**src/rtl/pwm_capture.sv**
```systemverilog
`default_nettype none
// ============================================================================
// Module      : pwm_capture
// Description : Bus-mapped PWM measurement peripheral. Synchronizes an
//               external PWM input, measures the high time and period of
//               each complete cycle in clk cycles and exposes the results
//               through a select/write/read-data slave bus.
//
// Ports       : clk       - system clock, rising edge
//               rst       - synchronous active-high reset
//               bSel      - block select
//               bWrite    - write strobe (write when bSel & bWrite)
//               bAddr     - register index (0 CTRL, 1 STATUS, 2 HIGH, 3 PERIOD)
//               bWData    - write data
//               bRData    - read data, combinational from bAddr
//               pwmInput  - asynchronous PWM input
//               capValid  - mirror of STATUS.VALID (sticky)
//
// Revision    : 1.0 - initial release
// ============================================================================
module pwm_capture #(
    parameter int CNT_W = 16
) (
    input  logic        clk,
    input  logic        rst,
    input  logic        bSel,
    input  logic        bWrite,
    input  logic [1:0]  bAddr,
    input  logic [31:0] bWData,
    output logic [31:0] bRData,
    input  logic        pwmInput,
    output logic        capValid
);

    localparam logic [1:0] c_OFF  = 2'd0;
    localparam logic [1:0] c_ARM  = 2'd1;
    localparam logic [1:0] c_MEAS = 2'd2;

    localparam logic [CNT_W-1:0] c_CNT_MAX = '1;
    localparam logic [CNT_W-1:0] c_CNT_ONE = CNT_W'(1);

    localparam logic [1:0] c_ADDR_CTRL   = 2'd0;
    localparam logic [1:0] c_ADDR_STATUS = 2'd1;
    localparam logic [1:0] c_ADDR_HIGH   = 2'd2;
    localparam logic [1:0] c_ADDR_PERIOD = 2'd3;

    // Input path
    logic             r_sync1;
    logic             r_lvl;
    logic             r_lvl_d;
    logic             w_rise;

    // Registers
    logic             r_en;
    logic             r_valid;
    logic             r_ovf;
    logic [CNT_W-1:0] r_high;
    logic [CNT_W-1:0] r_period;

    // Measurement engine
    logic [1:0]       r_state;
    logic [CNT_W-1:0] r_per_cnt;
    logic [CNT_W-1:0] r_hi_cnt;

    logic             w_wr;
    logic             w_wr_ctrl;
    logic             w_clr_valid;
    logic             w_clr_ovf;
    logic             w_in_meas;
    logic             w_per_full;
    logic             w_latch;
    logic             w_ovf_evt;
    logic             w_unused;

    // ------------------------------------------------------------------
    // Two-flop synchronizer plus one delay flop for rising-edge detect
    // ------------------------------------------------------------------
    always_ff @(posedge clk) begin
        if (rst) begin
            r_sync1 <= 1'b0;
            r_lvl   <= 1'b0;
            r_lvl_d <= 1'b0;
        end else begin
            r_sync1 <= pwmInput;
            r_lvl   <= r_sync1;
            r_lvl_d <= r_lvl;
        end
    end

    assign w_rise = r_lvl & ~r_lvl_d;

    // ------------------------------------------------------------------
    // Bus decode
    // ------------------------------------------------------------------
    assign w_wr        = bSel & bWrite;
    assign w_wr_ctrl   = w_wr && (bAddr == c_ADDR_CTRL);
    assign w_clr_valid = w_wr && (bAddr == c_ADDR_STATUS) && bWData[0];
    assign w_clr_ovf   = w_wr && (bAddr == c_ADDR_STATUS) && bWData[1];

    // Only bits 1:0 of the write data are ever used.
    assign w_unused = ^bWData[31:2];

    // ------------------------------------------------------------------
    // Measurement events. A full period counter takes priority over a
    // coincident edge, so a period of all-ones cycles reports overflow
    // rather than a truncated result. Nothing happens while disabled.
    // ------------------------------------------------------------------
    assign w_in_meas  = r_en && (r_state == c_MEAS);
    assign w_per_full = (r_per_cnt == c_CNT_MAX);
    assign w_ovf_evt  = w_in_meas && w_per_full;
    assign w_latch    = w_in_meas && !w_per_full && w_rise;

    // ------------------------------------------------------------------
    // FSM and counters
    // ------------------------------------------------------------------
    always_ff @(posedge clk) begin
        if (rst) begin
            r_state   <= c_OFF;
            r_per_cnt <= '0;
            r_hi_cnt  <= '0;
        end else if (!r_en) begin
            r_state   <= c_OFF;
            r_per_cnt <= '0;
            r_hi_cnt  <= '0;
        end else begin
            case (r_state)
                c_OFF: begin
                    r_state   <= c_ARM;
                    r_per_cnt <= '0;
                    r_hi_cnt  <= '0;
                end
                c_ARM: begin
                    // First edge only starts a measurement.
                    if (w_rise) begin
                        r_per_cnt <= c_CNT_ONE;
                        r_hi_cnt  <= c_CNT_ONE;
                        r_state   <= c_MEAS;
                    end
                end
                c_MEAS: begin
                    if (w_per_full) begin
                        r_state <= c_ARM;
                    end else if (w_rise) begin
                        // The rise cycle is the first high cycle of the
                        // next period.
                        r_per_cnt <= c_CNT_ONE;
                        r_hi_cnt  <= c_CNT_ONE;
                    end else begin
                        r_per_cnt <= r_per_cnt + c_CNT_ONE;
                        if (r_lvl && (r_hi_cnt != c_CNT_MAX)) begin
                            r_hi_cnt <= r_hi_cnt + c_CNT_ONE;
                        end
                    end
                end
                default: begin
                    r_state   <= c_OFF;
                    r_per_cnt <= '0;
                    r_hi_cnt  <= '0;
                end
            endcase
        end
    end

    // ------------------------------------------------------------------
    // Control, status and result registers
    // ------------------------------------------------------------------
    always_ff @(posedge clk) begin
        if (rst) begin
            r_en     <= 1'b0;
            r_valid  <= 1'b0;
            r_ovf    <= 1'b0;
            r_high   <= '0;
            r_period <= '0;
        end else begin
            if (w_wr_ctrl) begin
                r_en <= bWData[0];
            end
            // Set wins over a same-cycle write-one-to-clear.
            r_valid <= w_latch   | (r_valid & ~w_clr_valid);
            r_ovf   <= w_ovf_evt | (r_ovf   & ~w_clr_ovf);
            if (w_latch) begin
                r_high   <= r_hi_cnt;
                r_period <= r_per_cnt;
            end
        end
    end

    // ------------------------------------------------------------------
    // Read mux
    // ------------------------------------------------------------------
    always_comb begin
        bRData = '0;
        case (bAddr)
            c_ADDR_CTRL:   bRData[0]         = r_en;
            c_ADDR_STATUS: bRData[2:0]       = {r_lvl, r_ovf, r_valid};
            c_ADDR_HIGH:   bRData[CNT_W-1:0] = r_high;
            c_ADDR_PERIOD: bRData[CNT_W-1:0] = r_period;
            default:       bRData            = '0;
        endcase
    end

    assign capValid = r_valid;

endmodule
`default_nettype wire

```
**config.mk**
```make
export PLATFORM = sky130hd
export DESIGN_NAME = pwm_capture
export DESIGN_NICKNAME = d
export VERILOG_FILES = /design/src/rtl/pwm_capture.sv
export SDC_FILE = /design/constraint.sdc
export NUM_CORES = 1
export LEC_CHECK = 0
export CORE_ASPECT_RATIO = 0.5
export CORE_MARGIN = 5
export CORE_UTILIZATION = 54
export CTS_BUF_LIST = sky130_fd_sc_hd__clkbuf_2 sky130_fd_sc_hd__clkbuf_4 sky130_fd_sc_hd__clkbuf_8
export CTS_CLUSTER_DIAMETER = 60
export DETAILED_ROUTE_END_ITERATION = 10
export PLACE_DENSITY = 0.83
export RECOVER_POWER = 25
export SETUP_SLACK_MARGIN = 0.5
export SLEW_MARGIN = 20
export SYNTH_ARGS = -nofsm -noshare
export SYNTH_HDL_FRONTEND = slang
export SYNTH_SLANG_ARGS = --single-unit
```
**constraint.sdc**
```tcl
create_clock -name clk -period 2.6 [get_ports clk]
set_clock_uncertainty 0.2 [all_clocks]
set_input_delay 0.26 -clock clk [delete_from_list [all_inputs] [get_ports clk]]
set_output_delay 0.26 -clock clk [all_outputs]
set_load 0.1 [all_outputs]
```
==> results.yml, run 1 <==
outcome:
  outcome: "finished, final reports clean"
logic_synthesis:
  netlist_area_um2: 3740
  yosysTopAreaCell: "dfxtp_1"
  synthFlopType: "dfxtp_1"
  ys_seq_area_frac: 0.385
  async_reset_ff_frac: 0
  synthDistinctLibCells: 49
  synth_area_leaders: "dfxtp_1 39%, mux2i_1 12%, nor2_1 5.9%"
  syn_inst: 440
  synth_most_common_cell: "dfxtp_1"
  synth.top_cells.by_count: "72 x dfxtp_1, 59 x nor2_1, 45 x mux2i_1, 25 x o21ai_0, 22 x nand2_1"
  synth_top_area_share: 0.385
  yosysWarnings: 0
  ys_ff_latch: 72
  synth_edf_count: 0
  avgSynthCellArea_um2: 8.51
floorplan:
  die-height_um: 68.9
  rows: 21
  initial_utilization: 0.559
  die_area_um2: 8800
  die_w_um: 128
  core_area_um2: 6700
  pin_count: 72
sta:
  tns_ps: 0
  setup_violations: 0
  layout_setup_ws_ps: 312
  slew_viol_final: 0
  maxSlewHeadroom: 0.209
  tightest_slew_ps: 1190
  max_freq_mhz: 437
  hold-worst-slack_ps: 247
  finalCritPeriodShare: 0.880
  grt_setup_unrepaired: "true"
  period_needed_ps: 2290
  final_hold_viol_count: 0
worst_hold_path:
  hold_start: "r_sync1$_SDFF_PP0_"
  min_path_cells: 1
  hold_end: "r_lvl$_SDFF_PP0_"
  hp-class: "flop to flop"
place:
  pre_cts_ws_ps: 103
  dp.cells: 554
  placed_area_um2: 4430
  port_buffers: 25
  place_congestion: 0.862
  dp_hpwl_mm: 7.28
power:
  power_mw: 2.07
  powerDensity_nw_per_um2: 423
  ir_drop_mv: 0.309
  cellLeakagePower_nw: 1.77
critical_path:
  regToRegSetupSlack_ps: 310
  crit_type: "flop to flop"
  reg2reg_depth: 8
  r2r-start: "r_per_cnt[0]$_SDFFE_PP0P_"
  critPathRequiredTime_ps: 2650
  cp_slowest_cell: "dfxtp_4"
  crit_path_max_fanout: 22
  cp_cell_sequence: "ha_1, nand4_1, nor4_1, clkbuf_1, nor3_4, buf_12, mux2i_1, nor2_1"
  endpoint_kind: "flop"
  cpPeakStageDelay_ps: 400
  r2r_end: "r_period[8]$_SDFFE_PP0P_"
  worstSetupStartpointType: "flop"
  cp.arrival_ps: 2340
global_route:
  grt_pass1_vias: 3247
  antenna_found_initial: 0
  grt-ovfl-total: 0
  grt_pass1_wl_mm: 16.8
  grt_start_max_net_pins: 23
  grt.total_usage: 0.251
clock_network:
  tritoncts: "done"
  cts_root_buf: "clkbuf_8"
  cts_max_level: 3
  cts_buffer_depth: 2
  clkSinkCount: 72
  cts-buffers-inserted: 9
  worstSkewPairLatency_ps: 360
  clkTransAtPathRegs_ps: 70
detailed_routing:
  first_iter_violations: 570
  routedWlPerCell_um: 21.0
  vias_per_cell: 6.55
  drc_errors: 0
  wl_mm: 12.3
  route.vias.total: 3833
  ant_nets: 0
  first_pass_iters: 6
cells_and_area:
  drive_above_1_share: 0.262
  area_delta_synth_final_pct: 30.9
  diodes: 0
  post-route-util: 0.731
  fin_nets: 536
  final_cells: 585
  postLayoutCellArea_um2: 4900
flow_run:
  cap_violations: 0
sequential cells by signal, indices dropped and copies added, names as in the netlist:
register	cells
capValid	1
r_en	1
r_hi_cnt	16
r_high	16
r_lvl	1
r_lvl_d	1
r_ovf	1
r_per_cnt	16
r_period	16
r_state	2
r_sync1	1
worst max-delay path: cells and delay by family, from the launching register on:
| kind | cells | cell delay [ps] |
|---|---|---|
| buffers and inverters | 2 | 410 |
| multiplexers | 1 | 240 |
| AND/OR/NAND/NOR | 4 | 690 |
| flip-flops | 1 | 400 |
| adder cells (fa/ha/maj) | 1 | 240 |
report_power, final:
part	internal (mW)	switching (mW)
registers	1.10	0.00330
clock network	0.392	0.400
logic	0.0332	0.144
layout make-up:
class,count,area [µm²]
Tap cell,92,115
Clock inverter,1,5.00
Fill cell,437,1800
Multi-Input combinational cell,338,2420
Sequential cell,72,1460
Inverter,6,25.0
Clock buffer,12,159
Timing Repair Buffer,64,714
cell families after synthesis:
logic type | after synthesis | synth area share
other cells | 1 | 0.00100
fa+ha+maj | 6 | 0.0201
simple gates | 182 | 0.254
flops | 72 | 0.385
mux | 48 | 0.132
buf+inv | 46 | 0.0659
compound gates | 85 | 0.142
how the worst max path moves through the flow:
stage | from | slack, ps | end
after floorplan | bAddr[0] | 340 | bRData[10]
after global placement | r_per_cnt[0]$_SDFFE_PP0P_ | 120 | r_per_cnt[12]$_SDFFE_PP0P_
after detailed placement | r_per_cnt[0]$_SDFFE_PP0P_ | 100 | r_per_cnt[6]$_SDFFE_PP0P_
after CTS | r_state[0]$_SDFFE_PP0P_ | 430 | r_per_cnt[0]$_SDFFE_PP0P_
after global routing | r_per_cnt[0]$_SDFFE_PP0P_ | 230 | r_period[8]$_SDFFE_PP0P_
final | r_per_cnt[0]$_SDFFE_PP0P_ | 310 | r_period[8]$_SDFFE_PP0P_
repair_timing:
| item | CTS | global route |
|---|---|---|
| setup endpoints to repair | 78 | 66 |
| hold buffers | 0 | 0 |
| gates resized for setup | 26 | 38 |
| pin swaps | 9 | 8 |
| gates cloned | 2 | 1 |
| buffers inserted | 6 | 9 |
per-layer routing:
layer	GRT usage	up-vias	part of all wire
met3	0.0838	62	0.11
met2	0.391	282	0.46
li1	-	1684	-
met5	0	-	0
met1	0.329	1805	0.39
met4	0.0860	0	0.041
cells in the final DEF (no fill, tap or decap), drive strengths merged, types with 2 or more instances in the layout:
| cell type | count |
|---|---|
| conb | 16 |
| dfxtp | 72 |
| mux2i | 45 |
| and2 | 4 |
| a31oi | 11 |
| o211ai | 2 |
| or4 | 3 |
| inv | 6 |
| clkdlybuf4s50 | 5 |
| a21oi | 16 |
| and4 | 6 |
| nor4 | 6 |
| a41oi | 2 |
| mux2 | 2 |
| o311ai | 3 |
| nor3 | 11 |
| o31ai | 10 |
| a22o | 2 |
| nand4 | 16 |
| nand2 | 22 |
| o21ai | 29 |
| ha | 6 |
| nor2 | 59 |
| nor2b | 21 |
| nand2b | 5 |
| nand3 | 18 |
| and3 | 6 |
| dlygate4sd3 | 2 |
| clkbuf | 20 |
| o21a | 2 |
| buf | 48 |
Power figures use the tool's default switching activity.
==> inputs of run 2 (changes only) <==
REMOVE_ABC_BUFFERS = 1   (was unset)
==> run 2 against run 1 <==
Compared with the run above:
- maximum frequency fell by 7.0%
- die area did not move
- design area rose by 1.6%
- setup slack got worse by 170 ps
- critical path depth fell by 4
- flip-flop and latch count did not move
- sequential power barely moved
- clock power rose by 2%
- count of clock-buffer cells in the layout did not move
- wire length rose by 12%
==> results.yml, run 2 (synthesis results as in run 1) <==
detailed_routing:
  first_pass_iters: 5
  route.vias.total: 4084
  routedWlPerCell_um: 22.6
  wl_mm: 13.8
  first_iter_violations: 580
  vias_per_cell: 6.72
  drc_errors: 0
  ant_nets: 0
place:
  placed_area_um2: 4420
  pre_cts_ws_ps: 52.4
  place_congestion: 0.896
  dp_hpwl_mm: 7.38
  port_buffers: 25
critical_path:
  critPathRequiredTime_ps: 2570
  cp.arrival_ps: 2430
  endpoint_kind: "flop"
  cpPeakStageDelay_ps: 1070
  cp_cell_sequence: "clkdlybuf4s50_1, clkbuf_2, clkbuf_1, nor2_1"
  crit_family: "buffers and inverters"
  path_buf_inv: 3
  crit_type: "input pin to flop"
  crit_path_max_fanout: 27
  regToRegSetupSlack_ps: 290
  cp_slowest_cell: "clkbuf_1"
  worstSetupStartpointType: "input pin"
cells_and_area:
  diodes: 0
  final_common_cell: "dfxtp_1"
  nFillCells: 392
  postLayoutCellArea_um2: 4980
  final_cell_mix: "65 x dfxtp_1, 51 x nor2_1, 47 x buf_4"
  drive_above_1_share: 0.279
  fin_nets: 559
  area_delta_synth_final_pct: 33.0
clock_network:
  cts_buffer_depth: 2
  worstSkewPairLatency_ps: 360
  tritoncts: "done"
  cts-buffers-inserted: 9
  cts_max_level: 3
  clkSinkCount: 72
  cts_root_buf: "clkbuf_8"
  clkTransAtPathRegs_ps: 80
  ctsHoldBuffers: 0
flow_run:
  cap_violations: 0
power:
  powerDensity_nw_per_um2: 420
  cellLeakagePower_nw: 1.89
  ir_drop_mv: 0.374
  power_mw: 2.09
floorplan:
  die_area_um2: 8800
  initial_utilization: 0.559
  rows: 21
  die-height_um: 68.9
  die_w_um: 128
  pin_count: 72
  core_area_um2: 6700
sta:
  grt_setup_unrepaired: "true"
  slew_viol_final: 0
  final_hold_viol_count: 0
  max_freq_mhz: 407
  tightest_slew_ps: 1400
  setup_violations: 0
  finalCritPeriodShare: 0.946
  maxSlewHeadroom: 0.0680
  layout_setup_ws_ps: 141
  period_needed_ps: 2460
global_route:
  antenna_found_initial: 0
  grt-ovfl-total: 0
  grt_pass1_vias: 3634
  grt_pass1_wl_mm: 19.4
  grt.total_usage: 0.287
  grt_start_max_net_pins: 28
worst_hold_path:
  hp-class: "flop to flop"
outcome:
  outcome: "finished, final reports clean"
==> run 2: worst reg2reg max path, stage by stage, from the launching register on <==
cell and delay [ps]:
dfxtp_2 340, inv_4 70, ha_4 150, nand2_4 50, buf_6 120, or4b_4 520, nor4_4 300, buf_4 200
a41oi_1 120, a31oi_1 150
==> run 2: stage by stage <==
step	std cells	hold WS, ps	setup TNS [ps]	util
after CTS	603	256	0	0.743
after detailed placement	572	236	0	0.659
final	608	279	0	0.743
after global placement	572	222	0	0.659
after global routing	608	285	0	0.743
after floorplan	415	132	-25090	-
==> run 2: what timing repair did <==
action | 4_1_cts | 5_1_grt
cloned | 3 | 0
setup buffers | 15 | 5
pin swaps | 25 | 12
endpoints found under the hold margin | 0 | 0
setup endpoints to repair | 76 | 76
resized for setup | 67 | 36
==> run 2: final timing paths <==
| kind | start | depth (start not counted) | to |
|---|---|---|---|
| worst max-delay path | rst | 4 | r_period[3]$_SDFFE_PP0P_ |
| worst min-delay path | r_sync1$_SDFF_PP0_ | 1 | r_lvl$_SDFF_PP0_ |
| worst max register to register | r_state[0]$_SDFFE_PP0P_ | 9 | r_hi_cnt[6]$_SDFFE_PP0P_ |
| worst min register to register | r_sync1$_SDFF_PP0_ | 1 | r_lvl$_SDFF_PP0_ |
==> run 2: metal layers <==
metal	vias to the layer above	wire, µm	track usage
met5	-	0	0
met4	0	675	0.140
met3	98	1560	0.0708
met2	337	6030	0.473
met1	1925	5480	0.359
li1	1724	-	-
==> run 2: cell type report <==
cell class / count / area [µm²] / share of cell area
Inverter: 6 / 25.0 / 0.00503
Timing Repair Buffer: 88 / 803 / 0.161
Multi-Input combinational cell: 337 / 2420 / 0.486
Sequential cell: 72 / 1450 / 0.292
Clock inverter: 1 / 5.00 / 0.00101
Clock buffer: 12 / 159 / 0.0319
Tap cell: 92 / 115 / 0.0231
==> run 2: power by group <==
group / switching [mW] / internal (mW)
Combinational: 0.146 / 0.0304
Clock: 0.416 / 0.392
Sequential: 0.00250 / 1.10
Total: 0.565 / 1.53
==> inputs of run 3 (changes only) <==
CORE_UTILIZATION = 58   (was 54)
PLACE_DENSITY = 0.88   (was 0.83)
clock period = 3 ns   (was 2.6 ns; I/O delays follow)
==> run 3 against run 2 <==
Compared with the run above:
- count of clock-buffer cells in the layout decreased by 3
- largest power group unchanged
- non-clock buffer count is 48 lower
- die area down 6.1%
- first-iteration DRC count decreased by 33%
- highest routed layer unchanged
- global-route usage shrank 3.6 points
- critical path type is now input pin to output pin
==> results.yml, run 3 (synthesis results as in run 1) <==
critical_path:
  crit_path_max_fanout: 18
  cp_slowest_cell: "dlygate4sd3_1"
  r2r-start: "r_state[1]$_SDFFE_PP0P_"
  worstSetupStartpointType: "input pin"
  endpoint_kind: "output pin"
  cp_num_cells: 3
  r2r_end: "r_per_cnt[11]$_SDFFE_PP0P_"
  cpPeakStageDelay_ps: 930
  reg2reg_depth: 7
  cp.arrival_ps: 2180
  regToRegSetupSlack_ps: 370
  path_buf_inv: 2
  cp-startpoint: "bAddr[1]"
  cp_cell_sequence: "dlygate4sd3_1, nor2b_1, dlymetal6s2s_1"
  critPathRequiredTime_ps: 2500
  crit_family: "buffers and inverters"
  crit_type: "input pin to output pin"
sta:
  finalCritPeriodShare: 0.895
  maxSlewHeadroom: 0.226
  final_hold_viol_count: 0
  tightest_slew_ps: 1170
  grt_setup_unrepaired: "true"
  max_freq_mhz: 373
  slew_viol_final: 0
  setup_violations: 0
  tns_ps: 0
  period_needed_ps: 2680
cells_and_area:
  fin_nets: 511
  nFillCells: 426
  final_common_cell: "dfxtp_1"
  drive_above_1_share: 0.121
  final_cells: 558
  seqCellArea_um2: 1440
  diodes: 0
  area_delta_synth_final_pct: 17.5
  multiInputGateArea_um2: 2130
  final_cell_mix: "72 x dfxtp_1, 58 x nor2_1, 45 x mux2i_1"
global_route:
  grt.total_usage: 0.250
  grt_pass1_vias: 3180
  antenna_found_initial: 0
  grt-ovfl-total: 0
  grt_pass1_wl_mm: 16.0
  grt_start_max_net_pins: 42
floorplan:
  pin_count: 72
  rows: 20
  core_area_um2: 6160
  die_area_um2: 8260
  die_w_um: 124
  initial_utilization: 0.608
  die-height_um: 66.8
detailed_routing:
  vias_per_cell: 6.23
  met2WireLength_mm: 4.30
  top_layer: "met4"
  ant_nets: 0
  routedWlPerCell_um: 17.6
  drc_errors: 0
  first_pass_iters: 5
  route.vias.total: 3479
  first_iter_violations: 387
  wl_met3_um: 992
  wl_mm: 9.82
  m1WireLength_mm: 4.37
flow_run:
  cap_violations: 0
place:
  dp_hpwl_mm: 6.72
  port_buffers: 25
  place_congestion: 0.926
  dp.cells: 542
clock_network:
  cts-buffers-inserted: 9
  cts_root_buf: "clkbuf_8"
  clkTransAtPathRegs_ps: 70
  ctsHoldBuffers: 0
  cts_max_level: 3
  worstSkewPairLatency_ps: 360
  clkSinkCount: 72
  cts_buffer_depth: 2
  tritoncts: "done"
worst_hold_path:
  hold_end: "r_lvl$_SDFF_PP0_"
  min_path_cells: 1
  hold_start: "r_sync1$_SDFF_PP0_"
  hp-class: "flop to flop"
power:
  cellLeakagePower_nw: 1.54
  ir_drop_mv: 0.322
  powerDensity_nw_per_um2: 437
outcome:
  outcome: "finished, final reports clean"
==> run 3: changes by cell type in the layout (fill, tap and decap cells not counted), sizes merged <==
cell,delta
clkinvlp,+2
dlygate4sd3,+2
dlygate4sd2,-1
clkbuf,-9
bufinv,+2
buf,-40
dlymetal6s4s,-2
dlymetal6s2s,-1
clkinv,+1
==> run 3: worst reg2reg max path: cells and delay by family (launching register included) <==
kind	cells	cell delay (ps)
buf+inv	1	500
fa+ha+maj	1	190
simple gates	2	610
flops	1	410
compound gates	3	670
==> run 3: how the worst max path moves through the flow <==
| stage | end | slack [ps] |
|---|---|---|
| 6_report | bRData[3] | 320 |
| 3_5_place_dp | r_high[12]$_SDFFE_PP0P_ | 240 |
| 3_3_place_gp | r_period[11]$_SDFFE_PP0P_ | 320 |
| 4_1_cts | r_per_cnt[11]$_SDFFE_PP0P_ | 530 |
| 2_1_floorplan | r_high[0]$_SDFFE_PP0P_ | -330 |
| 5_1_grt | bRData[3] | 240 |
==> run 3: power by group <==
part	switching (mW)	internal [mW]	leakage [nW]	total, mW
clock network	0.361	0.460	0.101	0.821
registers	0.00175	0.957	0.580	0.959
logic	0.118	0.0235	0.858	0.142
==> run 3: final cells by class <==
cell class	instances	area share
inverters	6	0.00512
repair buffers	40	0.109
flip-flops and latches	72	0.328
multi-input cells	337	0.485
clock inverters	6	0.0194
well taps	88	0.0250
clock buffers	9	0.0282
==> run 3: per-layer routing <==
metal / global-route usage / vias to the layer above
li1: - / 1630
met1: 0.342 / 1631
met2: 0.380 / 193
met3: 0.0755 / 25
met4: 0.0759 / 0
met5: 0 / -
==> run 3: per-stage QoR <==
step / instance area, µm² / power, mW / hold slack (ps) / worst slack (ps) / util
2_1_floorplan: 3570 / 1.09 / 172 / -334 / -
3_3_place_gp: 4200 / 1.12 / 233 / 324 / 0.683
3_5_place_dp: 4200 / 1.12 / 230 / 244 / 0.683
4_1_cts: 4420 / 1.93 / 251 / 532 / 0.718
5_1_grt: 4400 / 1.98 / 268 / 236 / 0.714
6_report: 4400 / 1.92 / 251 / 316 / 0.714
==> run 3: what timing repair did <==
action	in CTS	in global routing
endpoints found under the setup margin	20	31
gates resized for setup	0	8
pin swaps	1	0
setup buffers	1	0
